`config.mk`:
```
export PLATFORM = sky130hd
export DESIGN_NAME = matriz_varredura_linhas
export DESIGN_NICKNAME = d
export VERILOG_FILES = /design/src/rtl/matriz_varredura_linhas_pkg.sv /design/src/rtl/matriz_varredura_linhas_divisor_tick.sv /design/src/rtl/matriz_varredura_linhas.sv
export SDC_FILE = /design/constraint.sdc
export NUM_CORES = 1
export LEC_CHECK = 0
export BUFFER_PORTS_ARGS = -buffer_cell sky130_fd_sc_hd__buf_2
export CORE_MARGIN = 4
export CORE_UTILIZATION = 30
export DETAILED_ROUTE_END_ITERATION = 7
export SLEW_MARGIN = 25
export SYNTH_ARGS = -nofsm -noshare
export SYNTH_HDL_FRONTEND = slang
export SYNTH_SLANG_ARGS = --single-unit
```
`constraint.sdc`:
```
create_clock -name clk -period 3.46 [get_ports clk]
set_clock_uncertainty 0.1 [all_clocks]
set_input_delay 0.692 -clock clk [delete_from_list [all_inputs] [get_ports clk]]
set_output_delay 0.692 -clock clk [all_outputs]
set_load 0.005 [all_outputs]
```
`src/rtl/matriz_varredura_linhas_pkg.sv`:
```
// Purpose: shared types and sizes for the 5x7 matrix row-scan driver.
// Latency: n/a (declarations only).
// Backpressure: n/a.
package matriz_varredura_linhas_pkg;

    typedef enum logic [1:0] {
        IDLE  = 2'd0,
        BLANK = 2'd1,
        SHOW  = 2'd2
    } state_t;

    localparam int N_LIN   = 7;
    localparam int N_COL   = 5;
    localparam int FRAME_W = N_LIN * N_COL;
    localparam int ROW_W   = 3;

endpackage

```
`src/rtl/matriz_varredura_linhas_divisor_tick.sv`:
```
// Purpose: scan-tick prescaler; counts 0..TICK_DIV-1 and flags the last count.
// Latency: tick is a combinational decode of the counter; counter is held at 0 by clear_i.
// Backpressure: none; free-running while clear_i is low.
module matriz_varredura_linhas_divisor_tick #(
    parameter int TICK_DIV = 1000
) (
    input  logic clk,
    input  logic rst_n,
    input  logic clear_i,
    output logic tick_o
);

    localparam int PW = (TICK_DIV > 2) ? $clog2(TICK_DIV) : 1;

    logic [PW-1:0] presc_q;
    logic [PW-1:0] presc_d;

    assign tick_o = (presc_q == PW'(TICK_DIV - 1));

    // Next count: cleared while idle, wraps to 0 on tick, else increments.
    always_comb begin
        presc_d = presc_q;
        if (clear_i) begin
            presc_d = '0;
        end else if (tick_o) begin
            presc_d = '0;
        end else begin
            presc_d = presc_q + 1'b1;
        end
    end

    // Prescaler register.
    always_ff @(posedge clk or negedge rst_n) begin
        if (!rst_n) begin
            presc_q <= '0;
        end else begin
            presc_q <= presc_d;
        end
    end

endmodule

```
`src/rtl/matriz_varredura_linhas.sv`:
```
// Purpose: captures a 35-bit frame into a shadow buffer and scans it row by row with a blank gap.
// Latency: row 0 lights TICK_DIV+1 cycles after enable is sampled in IDLE; all outputs registered.
// Backpressure: none; enable is a level, a running frame always completes through row 6.
module matriz_varredura_linhas
    import matriz_varredura_linhas_pkg::*;
#(
    parameter int TICK_DIV   = 1000,
    parameter int SHOW_TICKS = 4
) (
    input  logic               clk,
    input  logic               rst_n,
    input  logic               enable,
    input  logic [FRAME_W-1:0] frame_in,
    output logic [N_LIN-1:0]   lin,
    output logic [N_COL-1:0]   col,
    output logic               busy,
    output logic               frame_done
);

    localparam int TW = (SHOW_TICKS > 2) ? $clog2(SHOW_TICKS) : 1;
    localparam logic [ROW_W-1:0] LAST_ROW = ROW_W'(N_LIN - 1);

    state_t             state_q, state_d;
    logic [ROW_W-1:0]   row_q, row_d;
    logic [TW-1:0]      tcnt_q, tcnt_d;
    logic [FRAME_W-1:0] shadow_q, shadow_d;

    logic [N_LIN-1:0]   lin_q, lin_d;
    logic [N_COL-1:0]   col_q, col_d;
    logic               busy_q, busy_d;
    logic               done_q, done_d;

    logic               tick;
    logic               last_tick;

    matriz_varredura_linhas_divisor_tick #(
        .TICK_DIV (TICK_DIV)
    ) u_divisor_tick (
        .clk     (clk),
        .rst_n   (rst_n),
        .clear_i (state_q == IDLE),
        .tick_o  (tick)
    );

    assign last_tick = tick && (tcnt_q == TW'(SHOW_TICKS - 1));

    // Next-state logic: frame capture, blank/show sequencing, row advance and frame wrap.
    always_comb begin
        state_d  = state_q;
        row_d    = row_q;
        tcnt_d   = tcnt_q;
        shadow_d = shadow_q;
        done_d   = 1'b0;
        case (state_q)
            IDLE: begin
                if (enable) begin
                    shadow_d = frame_in;
                    row_d    = '0;
                    state_d  = BLANK;
                end
            end
            BLANK: begin
                if (tick) begin
                    tcnt_d  = '0;
                    state_d = SHOW;
                end
            end
            SHOW: begin
                if (last_tick) begin
                    if (row_q < LAST_ROW) begin
                        row_d   = row_q + 1'b1;
                        state_d = BLANK;
                    end else begin
                        // Frame boundary: the only place the shadow reloads and row wraps.
                        done_d = 1'b1;
                        row_d  = '0;
                        if (enable) begin
                            shadow_d = frame_in;
                            state_d  = BLANK;
                        end else begin
                            state_d  = IDLE;
                        end
                    end
                end else if (tick) begin
                    tcnt_d = tcnt_q + 1'b1;
                end
            end
            default: begin
                state_d = IDLE;
                row_d   = '0;
            end
        endcase
    end

    // Output decode: one-hot row select and column slice only while showing.
    always_comb begin
        lin_d  = '0;
        col_d  = '0;
        busy_d = (state_d != IDLE);
        if (state_q == SHOW) begin
            for (int i = 0; i < N_LIN; i++) begin
                lin_d[i] = (row_q == ROW_W'(i));
            end
            col_d = shadow_q[N_COL*row_q +: N_COL];
        end
    end

    // Control state registers.
    always_ff @(posedge clk or negedge rst_n) begin
        if (!rst_n) begin
            state_q  <= IDLE;
            row_q    <= '0;
            tcnt_q   <= '0;
            shadow_q <= '0;
        end else begin
            state_q  <= state_d;
            row_q    <= row_d;
            tcnt_q   <= tcnt_d;
            shadow_q <= shadow_d;
        end
    end

    // Registered pin drivers so no input reaches an output combinationally.
    always_ff @(posedge clk or negedge rst_n) begin
        if (!rst_n) begin
            lin_q  <= '0;
            col_q  <= '0;
            busy_q <= 1'b0;
            done_q <= 1'b0;
        end else begin
            lin_q  <= lin_d;
            col_q  <= col_d;
            busy_q <= busy_d;
            done_q <= done_d;
        end
    end

    assign lin        = lin_q;
    assign col        = col_q;
    assign busy       = busy_q;
    assign frame_done = done_q;

endmodule

```
==> results of run 1 <==
per-stage QoR:
stage          total power, mW  hold WS (ps)  utilization  cell area (sq um)
3_5_place_dp             0.882           380        0.335               4250
3_3_place_gp             0.879           370        0.335               4250
4_1_cts                   1.86           320        0.360               4570
5_1_grt                   1.90           348        0.360               4570
6_report                  1.84           302        0.360               4570
2_1_floorplan            0.827           296            -               3910
report_power, final:
part	switching, mW	internal, mW	leakage, nW
clock network	0.343	0.629	0.151
logic	0.0618	0.0336	1.06
registers	0	0.772	0.704
total	0.405	1.43	1.92
per-layer routing:
metal  up-vias  part of all wire  wire length, microns
li1       1547                 -                     -
met1      1602              0.47                  4970
met2        93              0.46                  4810
met3        16             0.048                   503
met4         0             0.021                   218
met5         -                 0                     0
cells by family after synthesis:
logic type / synth area share
adders and majority gates: 0.0224
and+or+nand+nor: 0.236
DFF: 0.423
muxes: 0.0461
buffers and inverters: 0.0564
AOI/OAI and AO/OA: 0.198
xor gates and xnor gates: 0.0179
final timing paths:
| kind | to | slack [ps] | cells after the start |
|---|---|---|---|
| setup / recovery | shadow_q[8] | 1220 | 5 |
| hold / removal | shadow_q[5] | 300 | 1 |
| setup reg to reg | shadow_q[8] | 1220 | 5 |
| hold reg to reg | u_divisor_tick.presc_q[0] | 400 | 1 |
| max in group asynchronous | shadow_q[15] | 2200 | 2 |
| min in group clk | u_divisor_tick.presc_q[0] | 400 | 1 |
placed cells by master, fill, tap and decap left out, drive strengths merged, types with 2 or more instances in the layout:
master	synthesis	final
dfrtp	66	66
o211ai	36	36
mux2	6	6
mux4	5	5
clkinv	2	5
nor2b	36	36
clkinvlp	0	2
ha	7	7
a31oi	35	35
a21oi	5	5
buf	15	58
xnor2	3	3
nand3	6	6
nor3	8	8
bufinv	0	2
and3	10	10
and2	3	3
clkbuf	21	9
and4	2	2
o21ai	6	6
xor2	5	5
nand2b	2	2
and3b	2	2
nor2	19	19
nand4	38	38
a221oi	5	5
inv	4	4
o22ai	2	2
nand2	44	44
critical path: stages, from the launching register on:
cell and delay, ps:
dfrtp_1 660, nand2_1 250, nor3_4 170, and2_2 260, buf_4 460, o211ai_1 170
registers in the layout (all words and copies together), names as in the netlist:
| register | count |
|---|---|
| shadow_q | 35 |
| col | 5 |
| u_divisor_tick.presc_q | 10 |
| tcnt_q | 2 |
| state_q | 2 |
| lin | 7 |
| frame_done | 1 |
| busy | 1 |
| row_q | 3 |
final cells by class:
| class | instances | area, sq um | area share |
|---|---|---|---|
| Clock buffer | 9 | 225 | 0.0493 |
| Inverter | 6 | 22.5 | 0.00493 |
| Tap cell | 172 | 215 | 0.0471 |
| Sequential cell | 66 | 1650 | 0.362 |
| Clock inverter | 7 | 93.8 | 0.0205 |
| Multi-Input combinational cell | 290 | 2040 | 0.446 |
| Timing Repair Buffer | 58 | 320 | 0.0701 |
==> flow_summary.yaml, run 1 <==
sta:
  worstMarginPinSlew_ps: 852
  fin_tns_setup_ps: 0
  hold_viol_final: 0
  fin_crit_ps: 2240
  setup_ws_ps: 1220
  rsz0062_at_grt: "no"
  maxSlewHeadroom: 0.432
  fmax_ghz: 0.447
  period_share: 0.646
  slew_viol_final: 0
  setup_viol: 0
synthesis:
  ys_top_cells_by_area: "dfrtp_1 42%, o211ai_2 9.3%, nand4_1 6.1%, nor2b_1 5.8%, a31oi_1 5.6%"
  synth_warnings: 0
  yosys.area.top_type: "dfrtp_1"
  yosys_register_bits: 66
  netlist_area_sq_um: 3910
  netlist_top_cells_count: "66 x dfrtp_1, 44 x nand2_1, 38 x nand4_1, 36 x nor2b_1, 35 x a31oi_1"
  synth_cell_types: 38
  yosysMostFrequentCell: "dfrtp_1"
  ys_seq_area_frac: 0.423
  postSynthAreaPerCell_sq_um: 9.81
  async_flop_share: 1.00
  synth.top_cell.area_share: 0.423
  ys.flop_type: "dfrtp_1"
  synth_edf_count: 0
  synthesis.nets: 443
  synth_cells: 398
worst_setup_path:
  crit_fanout: 31
  worstPathArrival_ps: 2320
  critPathLaunchType: "flip-flop"
  end_kind: "flip-flop"
  worst_ep_required_time_ps: 3540
  rr_startpoint: "row_q[1]"
  startpoint: "row_q[1]"
  worst-setup-path-type: "flip-flop to flip-flop"
clock_network:
  cts_buffer_depth: 2
  cts.htree.levels: 3
  cts_tree: "built"
  clk_pin_slew_worst_paths_ps: 60
  cts_setup_buffers: 0
  clock_sinks: 66
  clk_latency_ps: 320
  clockRootBuffer: "clkbuf_16"
  cts_resized: 0
  cts_hold_buf: 0
  numCtsBuffers: 9
global_routing:
  grtUsageMet2: 0.223
  antenna_found_initial: 0
  top_usage_layer: "met2"
  grt_util_met3: 0.0297
  grtUsageMet1: 0.199
  grt_max_degree: 58
  grt_first_pass_wirelength_mm: 17.1
  gr-usage-all-layers: 0.145
  grt_pass1_vias: 3261
  overflow: 0
floorplanning:
  die_h_microns: 122
  die_w_microns: 122
  start_util: 0.308
  coreArea_sq_um: 12700
  die-area_sq_um: 14900
  pin_count: 52
  rows: 41
final_layout:
  layout.cells.non_filler: 608
  n_antenna_cell: 0
  fillers: 1274
  drive_above_1_share: 0.271
  area_growth_syn_to_layout_pct: 16.9
  final_net_count: 476
route:
  firstDrtPassIters: 5
  ant_nets: 0
  wl_per_cell_microns: 17.3
  drtIter0Drc: 188
  wirelength_mm: 10.5
  vias_per_cell: 5.36
  dr_total_vias: 3258
  drc: 0
power_and_ir_drop:
  leakagePower_nw: 1.92
  vdd_drop_max_mv: 0.182
  power_density_nw_per_um2: 403
status:
  status: "finished, final reports clean"
placed_design:
  dp_slack_ps: 1190
  place_inst: 592
  dp_hpwl_mm: 6.98
  gp_congestion: 0.852
  io_buffers: 51
hold_path:
  min_path_type: "primary input to asynchronous set/reset pin"
run:
  max-cap-violations: 0
(Power assumes the default switching activity.)
==> run 2: changes to the inputs <==
- clock period: 3.46 -> 1.95 ns (I/O delays scaled with it)
==> flow_summary.yaml, run 2 (synthesis results as in run 1) <==
final_layout:
  area_growth_syn_to_layout_pct: 20.7
  top_register: "shadow_q"
  largest_reg_flops: 35
  final_net_count: 495
  fin_area_sq_um: 4710
  final_cell_mix: "66 x dfrtp_1, 51 x buf_2, 44 x nand2_1, 38 x nand4_1, 36 x nor2b_1"
  layout.cells.non_filler: 625
  drive_above_1_share: 0.296
  n_antenna_cell: 0
  layout_commonest_cell: "dfrtp_1"
route:
  vias_per_cell: 5.37
  ant_nets: 0
  wirelength_mm: 10.7
  drtIter0Drc: 332
  dr_total_vias: 3359
  wl_per_cell_microns: 17.1
  firstDrtPassIters: 4
  drc: 0
power_and_ir_drop:
  vdd_drop_max_mv: 0.338
  power_density_nw_per_um2: 637
  leakagePower_nw: 2.01
  power_mw: 3.00
clock_network:
  cts.htree.levels: 3
  numCtsBuffers: 9
  clk_pin_slew_worst_paths_ps: 50
  cts_tree: "built"
  clockRootBuffer: "clkbuf_16"
  clock_sinks: 66
  clk_latency_ps: 330
  cts_resized: 0
  cts_buffer_depth: 2
floorplanning:
  die_w_microns: 122
  die_h_microns: 122
  start_util: 0.308
  pin_count: 52
  coreArea_sq_um: 12700
  rows: 41
  die-area_sq_um: 14900
run:
  max-cap-violations: 0
global_routing:
  grtUsageMet1: 0.199
  grt_util_met3: 0.0381
  overflow: 0
  grt_pass1_vias: 3287
  grt_first_pass_wirelength_mm: 17.5
  top_usage_layer: "met2"
  antenna_found_initial: 0
  gr-usage-all-layers: 0.150
  grtUsageMet2: 0.234
  grt_max_degree: 67
sta:
  setup_viol: 0
  slew_viol_final: 0
  worstMarginPinSlew_ps: 509
  hold_viol_final: 0
  rsz0062_at_grt: "no"
  period_share: 0.933
  hold_slack_ps: 216
  maxSlewHeadroom: 0.661
  fin_tns_setup_ps: 0
  fin_crit_ps: 1820
  fmax_ghz: 0.550
worst_setup_path:
  worst-setup-path-type: "flip-flop to flip-flop"
  worstPathArrival_ps: 1960
  crit_fanout: 21
  worst_ep_required_time_ps: 2090
  cp_num_buf_inv: 1
  slowest_delay_ps: 400
  critPathLaunchType: "flip-flop"
  crit_family: "simple AND/OR/NAND/NOR gates"
  slowest_stage: "dfrtp_1"
  end_kind: "flip-flop"
  path_cells: "ha_1 -> and3b_1 -> and3_1 -> and2_2 -> buf_12 -> o211ai_1"
placed_design:
  place_inst: 610
  gp_congestion: 0.815
  postPlaceCellArea_sq_um: 4450
  io_buffers: 51
  dp_hpwl_mm: 7.34
status:
  status: "finished, final reports clean"
hold_path:
  min_path_type: "primary input to flip-flop"
==> run 2: changes by cell type in the layout (fill, tap and decap cells not counted), sizes merged <==
cell / previous run / this run
bufinv: 2 / 0
buf: 58 / 76
clkinv: 5 / 6
dlygate4sd3: 0 / 1
clkinvlp: 2 / 0
clkbuf: 9 / 10
==> run 2: final timing paths <==
path	start	endpoint	slack, ps	depth (start not counted)
setup / recovery	u_divisor_tick.presc_q[0]	shadow_q[11]	130	6
setup reg to reg	u_divisor_tick.presc_q[0]	shadow_q[11]	130	6
min in group asynchronous	rst_n	u_divisor_tick.presc_q[5]	500	3
hold reg to reg	u_divisor_tick.presc_q[0]	u_divisor_tick.presc_q[0]	380	1
max in group asynchronous	rst_n	shadow_q[30]	950	3
hold / removal	frame_in[20]	shadow_q[20]	220	3
==> run 2: final cells by class <==
type / count / area [sq um]
fill: 1290 / 7960
multi-input combinational: 290 / 2040
sequential: 66 / 1650
timing repair buffer: 77 / 528
clock buffer: 10 / 239
tap: 172 / 215
inverter: 6 / 22.5
clock inverter: 4 / 20.0
==> run 2: through the flow <==
stage,util,setup WS [ps]
floorplan,-,220
global placement,0.351,183
detailed placement,0.351,148
CTS,0.372,127
global route,0.372,18.2
finish,0.372,131
==> run 2: metal layers <==
layer  vias to the layer above  part of all wire
met4                         0             0.025
met2                        85              0.47
met3                        16             0.061
met1                      1676              0.45
li1                       1582                 -
met5                         -                 0
==> run 2: worst min-delay path: cells and delay by family <==
family	cells	cell delay (ps)
AO/OA/AOI/OAI	2	130
buffers and inverters	1	90
==> run 2: timing repair <==
action | 4_1_cts | 5_1_grt
hold buffers | 1 | 0
endpoints found under the hold margin | 41 | 0
setup buffers | 0 | 0
==> run 2: power breakdown <==
group | switching (mW) | internal, mW
clock network | 0.584 | 0.870
registers | 0 | 1.37
logic | 0.109 | 0.0676
